==> config.mk <==
export PLATFORM = sky130hd
export DESIGN_NAME = ldm_stm_sequencer
export DESIGN_NICKNAME = d
export VERILOG_FILES = /design/src/rtl/ldm_stm_sequencer.sv
export SDC_FILE = /design/constraint.sdc
export NUM_CORES = 1
export LEC_CHECK = 0
export ABC_AREA = 1
export CAP_MARGIN = 25
export CELL_PAD_IN_SITES_DETAIL_PLACEMENT = 0
export CELL_PAD_IN_SITES_GLOBAL_PLACEMENT = 1
export CORE_AREA = 2 2 180 182
export DETAILED_ROUTE_END_ITERATION = 12
export DIE_AREA = 0 0 182 184
export GPL_ROUTABILITY_DRIVEN = 0
export HOLD_SLACK_MARGIN = 0.1
export PLACE_DENSITY = 0.84
export SYNTH_ARGS = -nofsm -noshare
export SYNTH_HDL_FRONTEND = slang
export SYNTH_SLANG_ARGS = --single-unit
==> constraint.sdc <==
create_clock -name clk_in -period 4.4 [get_ports clk_in]
set_input_delay 0.88 -clock clk_in [delete_from_list [all_inputs] [get_ports clk_in]]
set_output_delay 0.88 -clock clk_in [all_outputs]
set_load 0.01 [all_outputs]
==> src/rtl/ldm_stm_sequencer.sv <==
// ldm_stm_sequencer: walks an LDM/STM register list lowest-first, issuing one
// word memory transaction per listed register, then optionally writes the
// updated base back to Rn through register-file port B.
module ldm_stm_sequencer (
    input  logic        clk_in,
    input  logic        rst_in,
    input  logic        start_in,
    input  logic        is_load_in,
    input  logic        up_in,
    input  logic        pre_in,
    input  logic        writeback_in,
    input  logic [3:0]  base_reg_in,
    input  logic [31:0] base_val_in,
    input  logic [15:0] reg_list_in,
    input  logic [31:0] reg_rdata_in,
    input  logic [31:0] mem_rdata_in,
    input  logic        mem_ack_in,
    output logic [3:0]  reg_addr_out,
    output logic        reg_write_en_out,
    output logic [31:0] reg_wdata_out,
    output logic        mem_req_out,
    output logic        mem_we_out,
    output logic [31:0] mem_addr_out,
    output logic [31:0] mem_wdata_out,
    output logic        busy_out,
    output logic        done_out
);

    typedef enum logic [2:0] {S_IDLE, S_ACCESS, S_WRITE, S_WB, S_DONE} state_t;

    state_t      state_q, state_d;
    logic [15:0] list_q;
    logic        is_load_q;
    logic        do_wb_q;
    logic [3:0]  base_reg_q;
    logic [31:0] addr_q;
    logic [31:0] final_base_q;
    logic [31:0] wdata_q;

    logic [4:0]  n_cnt;
    logic [31:0] span;
    logic [31:0] start_addr;
    logic [31:0] final_base;
    logic        start_wb;
    logic [3:0]  cur;
    logic [15:0] list_rest;
    logic        last;
    state_t      tail_state;

    // Popcount of the incoming list; 4n is the size of the transferred block.
    always_comb begin
        n_cnt = '0;
        for (int i = 0; i < 16; i++)
            n_cnt = n_cnt + {4'd0, reg_list_in[i]};
    end

    assign span = {25'd0, n_cnt, 2'b00};

    // Starting address and final base for the four addressing modes.
    always_comb begin
        case ({up_in, pre_in})
            2'b10:   start_addr = base_val_in;                      // IA
            2'b11:   start_addr = base_val_in + 32'd4;              // IB
            2'b00:   start_addr = base_val_in - span + 32'd4;       // DA
            default: start_addr = base_val_in - span;               // DB
        endcase
        final_base = up_in ? (base_val_in + span) : (base_val_in - span);
    end

    // A load that includes Rn keeps the loaded value, so writeback is dropped.
    assign start_wb = writeback_in && !(is_load_in && reg_list_in[base_reg_in]);

    // Lowest set bit of the remaining list is the register being transferred.
    always_comb begin
        cur = '0;
        for (int i = 15; i >= 0; i--)
            if (list_q[i]) cur = 4'(i);
    end

    assign list_rest  = list_q & ~(16'd1 << cur);
    assign last       = (list_rest == 16'd0);
    assign tail_state = do_wb_q ? S_WB : S_DONE;

    // State register.
    always_ff @(posedge clk_in or posedge rst_in) begin
        if (rst_in) state_q <= S_IDLE;
        else        state_q <= state_d;
    end

    // Next-state and port-B / memory output decode.
    always_comb begin
        state_d          = state_q;
        reg_addr_out     = '0;
        reg_write_en_out = 1'b0;
        mem_req_out      = 1'b0;
        mem_we_out       = 1'b0;
        mem_addr_out     = '0;
        mem_wdata_out    = '0;
        case (state_q)
            S_IDLE: begin
                if (start_in)
                    state_d = (reg_list_in == 16'd0) ? S_DONE : S_ACCESS;
            end
            S_ACCESS: begin
                reg_addr_out  = cur;
                mem_req_out   = 1'b1;
                mem_we_out    = !is_load_q;
                mem_addr_out  = {addr_q[31:2], 2'b00};
                mem_wdata_out = is_load_q ? 32'd0 : reg_rdata_in;
                if (mem_ack_in) begin
                    if (is_load_q) state_d = S_WRITE;
                    else           state_d = last ? tail_state : S_ACCESS;
                end
            end
            S_WRITE: begin
                reg_addr_out     = cur;
                reg_write_en_out = 1'b1;
                state_d          = last ? tail_state : S_ACCESS;
            end
            S_WB: begin
                reg_addr_out     = base_reg_q;
                reg_write_en_out = 1'b1;
                state_d          = S_DONE;
            end
            S_DONE: state_d = S_IDLE;
            default: state_d = S_IDLE;
        endcase
    end

    assign reg_wdata_out = wdata_q;
    assign busy_out      = (state_q != S_IDLE);
    assign done_out      = (state_q == S_DONE);

    // Operation context: latched on start, list/address advanced per transfer.
    always_ff @(posedge clk_in or posedge rst_in) begin
        if (rst_in) begin
            list_q       <= '0;
            is_load_q    <= 1'b0;
            do_wb_q      <= 1'b0;
            base_reg_q   <= '0;
            addr_q       <= '0;
            final_base_q <= '0;
            wdata_q      <= '0;
        end else begin
            case (state_q)
                S_IDLE: begin
                    if (start_in) begin
                        list_q       <= reg_list_in;
                        is_load_q    <= is_load_in;
                        do_wb_q      <= start_wb;
                        base_reg_q   <= base_reg_in;
                        addr_q       <= start_addr;
                        final_base_q <= final_base;
                    end
                end
                S_ACCESS: begin
                    if (mem_ack_in) begin
                        if (is_load_q) begin
                            wdata_q <= mem_rdata_in;
                        end else begin
                            list_q <= list_rest;
                            addr_q <= addr_q + 32'd4;
                        end
                    end
                end
                S_WRITE: begin
                    list_q <= list_rest;
                    addr_q <= addr_q + 32'd4;
                end
                default: ;
            endcase
            // Write data for the base update is staged on entry to WB.
            if (state_d == S_WB && state_q != S_WB)
                wdata_q <= final_base_q;
        end
    end

endmodule

# After elaboration in Yosys (flattened, before gate mapping)
# Cells that the tools add are included.
# classes
n_addsub,20
mul,0
div,0
magnitude_cmp,1
eq_ne,11
shifts,1
n_mux,46
n_bitwise,2
n_reduce_logical,19
# ops
cell,n
$mux 32,11
$pmux 32 s3,2
$add 32x3->32 const B,3
$mux 4,16
$add 5x1->5,11
$mux 16,3
$pmux 16 s3,1
$add 32x7->32,1
$logic_not 16->1,2
$sub 32x7->32,1
$mux 3,6
$and 16x16->16,1
$not 16->16,1
$shl 1x4->16 const A,1
$pmux 3 s4,1
$eq 3x2->1 const B,3
$pmux 4 s2,1
$ne 2x2->1 const B,3
$reduce_bool 2->1,3
$reduce_bool 3->1,2
$add 4x1->5,1
$lt 4x5->1 const B,1
$add 3x1->4,1
$bmux 1 s4,1
other kinds (15),23
# totals
regBits,121
latch_bits,0
ramBits,0
rom_bits,0
input_bits,124
output_inout_bits,105
word_cells,108
mem_count,0

# Longest topological paths before layout
# depth
depth_word,28
mapped_depth,37
ltp_nobuf,37

# Worst setup path after synthesis
# Ideal clock, no wire load.
# synth_path
path_type,input-to-reg
from,in reg_list_in[0]
to,reg addr_q[19]
setup_ps,118
arrival_ps,5934
t_required_ps,4282
slack_ps,-1651
path_stages,28
cell_sequence,inv_1 -> fa_1 -> fa_1 -> fa_1 -> fa_1 -> inv_1 -> ha_1 -> fa_1 -> xor2_1 -> ha_1 -> nor2_1 -> nand2_1 -> nand3_2 -> nand2_2 -> o21bai_4 -> xor2_2 -> o21ai_4 -> nand2_2 -> nor2_4 -> nand2_2 -> nor2_2 -> nand3_1 -> nor2_1 -> nand2_1 -> nand3_1 -> nand2_1 -> a21oi_1 -> nor2_1
# synth_via
elab_chain_cells,20
# synth_rtl
element,line,text
from (decl),14,"input logic [15:0] reg_list_in,"
$add 1x1->2 *,54,"n_cnt = n_cnt + {4'd0, reg_list_in[i]};"
$add 2x1->3 *,54,
$add 3x1->4 *,54,
$add 4x1->5 *,54,
$add 5x1->5 * (11 in a row),54,
$sub 32x7->32 *,"64, 65",
$add 32x3->32,64,2'b00: start_addr = base_val_in - span + 32'd4;
$pmux 32 s3 *,61,"case ({up_in, pre_in})"
$mux 32 *,147,if (start_in) begin
$pmux 32 s3 *,145,case (state_q)
to (signal assigned),152,addr_q <= start_addr;
to (signal assigned),162,addr_q <= addr_q + 32'd4;
to (signal assigned),168,addr_q <= addr_q + 32'd4;
to (decl),36,logic [31:0] addr_q;
# Every way passes the cells marked *; elsewhere a longest branch is shown, timed or not. The select of a mux whose other input is x is not followed.
# A chain may end at the register's enable or synchronous reset.

# Final worst setup path
# layout_path
from,in reg_list_in[9]
to,reg final_base_q[22]
# layout_via
elab_chain_cells,9
elab_cells_between_ends,10
# layout_rtl
element,line,text
$add 5x1->5 * (7 in a row),54,
$sub 32x7->32 or $add 32x7->32 (tied branches),67,final_base = up_in ? (base_val_in + span) : (base_val_in - span);
$mux 32 *,67,
to (signal assigned),153,final_base_q <= final_base;
to (decl),37,logic [31:0] final_base_q;
# Every way passes the cells marked *; elsewhere a longest branch is shown, timed or not.

==> results_tabular.tex <==
\begin{tabular}{lr}
\hline
Metric & Value \\
\hline
\multicolumn{2}{l}{\textbf{Yosys}} \\
Main synth FF type & sky130\_fd\_sc\_hd\_\_dfrtp\_1 \\
Cell type with the highest aggregate area in the netlist & sky130\_fd\_sc\_hd\_\_dfrtp\_1 \\
Gate count of the mapped netlist & 1789 \\
Number of synthesized flops with an enable pin & 0 \\
Cell area after synthesis & 11470 um\^{}2 \\
Synth top area cells & sky130\_fd\_sc\_hd\_\_dfrtp\_1 (26\%), sky130\_fd\_sc\_hd\_\_nand2\_1 (15\%), sky130\_fd\_sc\_hd\_\_nand3\_1 (7.9\%) \\
Proportion of netlist area held by the largest area contributor & 25.96\% \\
Netlist cell types & 59 \\
Post-synthesis async set-or-reset flop share & 100.0\% \\
Number of flip-flops and latches in the synthesized netlist & 119 \\
Synthesized area per cell & 6.412 um\^{}2 \\
Sequential fraction of the synthesis area & 25.96\% \\
Yosys warnings & 0 \\
\multicolumn{2}{l}{\textbf{Detailed routing}} \\
Total wire length & 51720 um \\
Via density per instance & 5.515 \\
DRC & 0 \\
First-pass DRT Iterations & 6 \\
Via count & 14490 \\
Drt wl/cell & 19.69 um \\
Number of violations reported at the end of detailed-routing iteration 0 & 1753 \\
ANT nets after route & 0 \\
\multicolumn{2}{l}{\textbf{Hold path}} \\
Min-Delay Endpoint & final\_base\_q[26]\$\_DFFE\_PP0P\_ \\
Startpoint of the most critical hold path & final\_base\_q[26]\$\_DFFE\_PP0P\_ \\
Kind of path behind the tightest hold check & reg -> reg \\
Worst Hold Path Cells & 2 \\
\multicolumn{2}{l}{\textbf{GRT}} \\
Wire length of the first global-routing pass & 76360 um \\
Initial antenna violation count & 0 \\
Maximum number of pins on one net before global-route repair & 63 \\
Grt total ovfl & 0 \\
Vias in the first global route & 13510 \\
Total GRT Usage & 29.24\% \\
\multicolumn{2}{l}{\textbf{Floorplanning}} \\
Initial core utilization & 36.54\% \\
Height of the chip & 184 um \\
Die span in x & 182 um \\
Die outline area & 33490 um\^{}2 \\
Total number of placement rows & 65 \\
Core region area & 31390 um\^{}2 \\
I/O pin count & 229 \\
\multicolumn{2}{l}{\textbf{Finish}} \\
Count of placed standard cells in the final layout, fillers left out & 2627 \\
Area occupied by multi-input gates & 8409 um\^{}2 \\
Number of antenna diodes & 0 \\
Final-layout fill cell count & 2874 \\
Area added between synthesis and finish & 55.09\% \\
Final design utilization & 56.67\% \\
Number of nets in the layout & 2371 \\
Ratio of cells with drive above 1 in the final layout & 28.18\% \\
Sequential cell area & 2978 um\^{}2 \\
\multicolumn{2}{l}{\textbf{Setup path}} \\
Worst R2R Start & list\_q[9]\$\_DFFE\_PP0P\_ \\
Crit Path Class & in -> reg \\
Required time of the critical path & 4.71 ns \\
Top fanout value on the critical path & 4 \\
Sort of element at the start of the critical path & primary input \\
Capturing element type of the critical path & flop \\
Arrival time at the worst endpoint & 6.43 ns \\
Worst path slowest cell & sky130\_fd\_sc\_hd\_\_fa\_2 \\
Cells on worst reg2reg path & 13 \\
Crit-path max cell delay & 0.58 ns \\
Reg-to-reg slack, setup & 0.78 ns \\
FF-to-FF End & reg\_wdata\_out[7]\$\_DFFE\_PP0P\_ \\
\multicolumn{2}{l}{\textbf{Placement}} \\
Total of buffers placed on input and output ports & 226 \\
Post-DP HPWL & 38610 um \\
\# placed instances & 2534 \\
\multicolumn{2}{l}{\textbf{STA}} \\
Post-route setup slack & -1.724 ns \\
Actual transition at the worst max-transition pin & 0.8320 ns \\
Min cycle time layout & 6.124 ns \\
Setup violations, final & 57 \\
Final Max Tran Viols & 0 \\
Rel. slew slack & 44.53\% \\
Setup repair after global routing missed its margin & true \\
Final cycle utilization of the critical path & 139.2\% \\
Minimum hold slack & 0.4811 ns \\
Final clock skew & 0.01579 ns \\
Hold Violations, Final & 0 \\
Top achievable clock speed & 163.3 MHz \\
\multicolumn{2}{l}{\textbf{Run status}} \\
Violated checks & setup timing \\
Result of the run & complete, but fails checks \\
\multicolumn{2}{l}{\textbf{CTS}} \\
CTS tree & yes \\
Quantity of hold-fixing buffers added after cts & 0 \\
CTS H-tree depth & 4 \\
Clock Sink Count & 119 \\
Clock latency reported for the late side of the worst-skew pair & 0.43 ns \\
Root Buffer & sky130\_fd\_sc\_hd\_\_clkbuf\_16 \\
CTS clock-pin slew for the worst setup and hold paths & 0.06 ns \\
Cts bufs inserted & 17 \\
Clk buf depth & 2 \\
\multicolumn{2}{l}{\textbf{Pwr}} \\
Logic pwr share & 68.8\% \\
Sequential power share & 18.9\% \\
Leakage power summed over all cells & 0.008188 uW \\
Max VDD drop & 0.3697 mV \\
Switching power as a share of total power & 46.97\% \\
Clock power share & 12.3\% \\
Switch Pwr & 5202 uW \\
PD cells & 622.5 nW/um\^{}2 \\
Cell-internal power & 5872 uW \\
\multicolumn{2}{l}{\textbf{Run}} \\
Number of max-cap violations & 0 \\
\hline
\end{tabular}
cell families (layout without fill, tap and decap cells):
group                    after synthesis  count (layout)  synth area share [%]
AND/OR/NAND/NOR                      974             974                 38.70
buffers and inverters                309             744                 10.56
AO/OA/AOI/OAI                        301             301                 16.10
flip-flops                           119             119                 25.96
XOR/XNOR                              51              51                 4.156
adder cells (fa/ha/maj)               34              34                 4.494
other                                  1               2               0.03269
final cells by class:
class,count,area share [%]
multi-input cells,1362,47.27
repair buffers,492,25.11
flip-flops and latches,119,16.74
inverters,221,4.839
well taps,402,2.827
clock buffers,19,2.546
clock inverters,12,0.6752
stage by stage:
stage	setup TNS [ns]	worst slack, ns	power (uW)	instance area [um^2]
after floorplan	-61.79	-1.578	5561	11610
after global placement	-123.06	-2.534	8289	15550
after detailed placement	-125.27	-2.579	8388	15570
after CTS	-69.35	-1.510	10350	16790
after global routing	-85.73	-1.847	11830	17790
final	-77.00	-1.724	11070	17790
power groups by stage:
stage                     clock (uW)  sequential, uW  combinational (uW)
after floorplan                    0            2040                3520
after detailed placement           0            2100                6290
final                           1370            2090                7620
after CTS                       1380            2080                6880
after global routing            1430            2160                8240
after global placement             0            2080                6210
registers in the layout (all words and copies together) (netlist names):
| name | flops |
|---|---|
| final_base_q | 32 |
| do_wb_q | 1 |
| state_q | 3 |
| addr_q | 30 |
| is_load_q | 1 |
| base_reg_q | 4 |
| reg_wdata_out | 32 |
| list_q | 16 |
worst max-delay path by stage:
stage                          startpoint                      endpoint  cells after the start
final                      reg_list_in[9]  final_base_q[22]$_DFFE_PP0P_                     29
after detailed placement  reg_list_in[11]        addr_q[23]$_DFFE_PP0P_                     32
after global placement    reg_list_in[11]        addr_q[23]$_DFFE_PP0P_                     32
after CTS                  reg_list_in[3]        addr_q[26]$_DFFE_PP0P_                     32
after floorplan           reg_list_in[11]        addr_q[19]$_DFFE_PP0P_                     28
after global routing       reg_list_in[9]        addr_q[26]$_DFFE_PP0P_                     33
worst max-delay path, delay by kind of cell:
family	cells	cell delay, ns
adder cells (fa/ha/maj)	7	2.86
AND/OR/NAND/NOR	10	1.15
buffers and inverters	8	0.80
AO/OA/AOI/OAI	2	0.40
XOR/XNOR	2	0.34
placed cells by master, fill, tap and decap left out, types with 8 or more instances in the layout:
| cell type | Yosys | routed |
|---|---|---|
| sky130_fd_sc_hd__nand2_1 | 452 | 408 |
| sky130_fd_sc_hd__a21oi_2 | 5 | 18 |
| sky130_fd_sc_hd__nand2_4 | 5 | 25 |
| sky130_fd_sc_hd__clkbuf_16 | 0 | 17 |
| sky130_fd_sc_hd__inv_1 | 194 | 167 |
| sky130_fd_sc_hd__nor4_1 | 9 | 9 |
| sky130_fd_sc_hd__buf_4 | 7 | 226 |
| sky130_fd_sc_hd__xor2_1 | 47 | 39 |
| sky130_fd_sc_hd__a21oi_1 | 97 | 82 |
| sky130_fd_sc_hd__o21ai_4 | 3 | 11 |
| sky130_fd_sc_hd__nor3_1 | 28 | 19 |
| sky130_fd_sc_hd__inv_4 | 0 | 8 |
| sky130_fd_sc_hd__nor2_4 | 6 | 25 |
| sky130_fd_sc_hd__ha_1 | 22 | 16 |
| sky130_fd_sc_hd__dfrtp_1 | 119 | 119 |
| sky130_fd_sc_hd__nor2_1 | 183 | 150 |
| sky130_fd_sc_hd__clkinv_1 | 10 | 8 |
| sky130_fd_sc_hd__clkdlybuf4s50_1 | 0 | 217 |
| sky130_fd_sc_hd__nand4_1 | 41 | 41 |
| sky130_fd_sc_hd__nand2_2 | 18 | 42 |
| sky130_fd_sc_hd__nor2_2 | 22 | 36 |
| sky130_fd_sc_hd__a31oi_1 | 12 | 12 |
| sky130_fd_sc_hd__o21a_1 | 8 | 8 |
| sky130_fd_sc_hd__nand3_2 | 12 | 30 |
| sky130_fd_sc_hd__nand3_1 | 181 | 157 |
| sky130_fd_sc_hd__o21ai_1 | 13 | 23 |
| sky130_fd_sc_hd__o21ai_2 | 9 | 19 |
| sky130_fd_sc_hd__buf_6 | 0 | 40 |
| sky130_fd_sc_hd__o21ai_0 | 86 | 58 |
| sky130_fd_sc_hd__inv_2 | 16 | 34 |
| sky130_fd_sc_hd__o22ai_1 | 11 | 9 |
| sky130_fd_sc_hd__o211ai_1 | 31 | 31 |
what timing repair did:
item,4_1_cts,5_1_grt
pin swaps,49,121
resized for setup,170,174
endpoints found under the setup margin,59,59
buffers inserted,29,40
gates cloned,0,0
metal layers:
| layer | global-route usage (%) | share of wire, % | wire [um] |
|---|---|---|---|
| met5 | 0 | 0 | 0 |
| met4 | 9.484 | 3.9 | 2037 |
| met3 | 5.468 | 10 | 5275 |
| met2 | 45.54 | 44 | 22550 |
| met1 | 40.85 | 42 | 21850 |
synthesized netlist by cell type, types with 9 or more instances:
library cell	count
sky130_fd_sc_hd__nand2_1	452
sky130_fd_sc_hd__inv_1	194
sky130_fd_sc_hd__nor2_1	183
sky130_fd_sc_hd__nand3_1	181
sky130_fd_sc_hd__dfrtp_1	119
sky130_fd_sc_hd__a21oi_1	97
sky130_fd_sc_hd__o21ai_0	86
sky130_fd_sc_hd__clkbuf_1	59
sky130_fd_sc_hd__xor2_1	47
sky130_fd_sc_hd__nand4_1	41
sky130_fd_sc_hd__o211ai_1	31
sky130_fd_sc_hd__nor3_1	28
sky130_fd_sc_hd__ha_1	22
sky130_fd_sc_hd__nor2_2	22
sky130_fd_sc_hd__nand2_2	18
sky130_fd_sc_hd__inv_2	16
sky130_fd_sc_hd__buf_2	15
sky130_fd_sc_hd__o21ai_1	13
sky130_fd_sc_hd__a31oi_1	12
sky130_fd_sc_hd__fa_1	12
sky130_fd_sc_hd__nand3_2	12
sky130_fd_sc_hd__o22ai_1	11
sky130_fd_sc_hd__clkinv_1	10
sky130_fd_sc_hd__nor4_1	9
sky130_fd_sc_hd__o21ai_2	9
No activity file was read; power rests on OpenSTA's default activity.
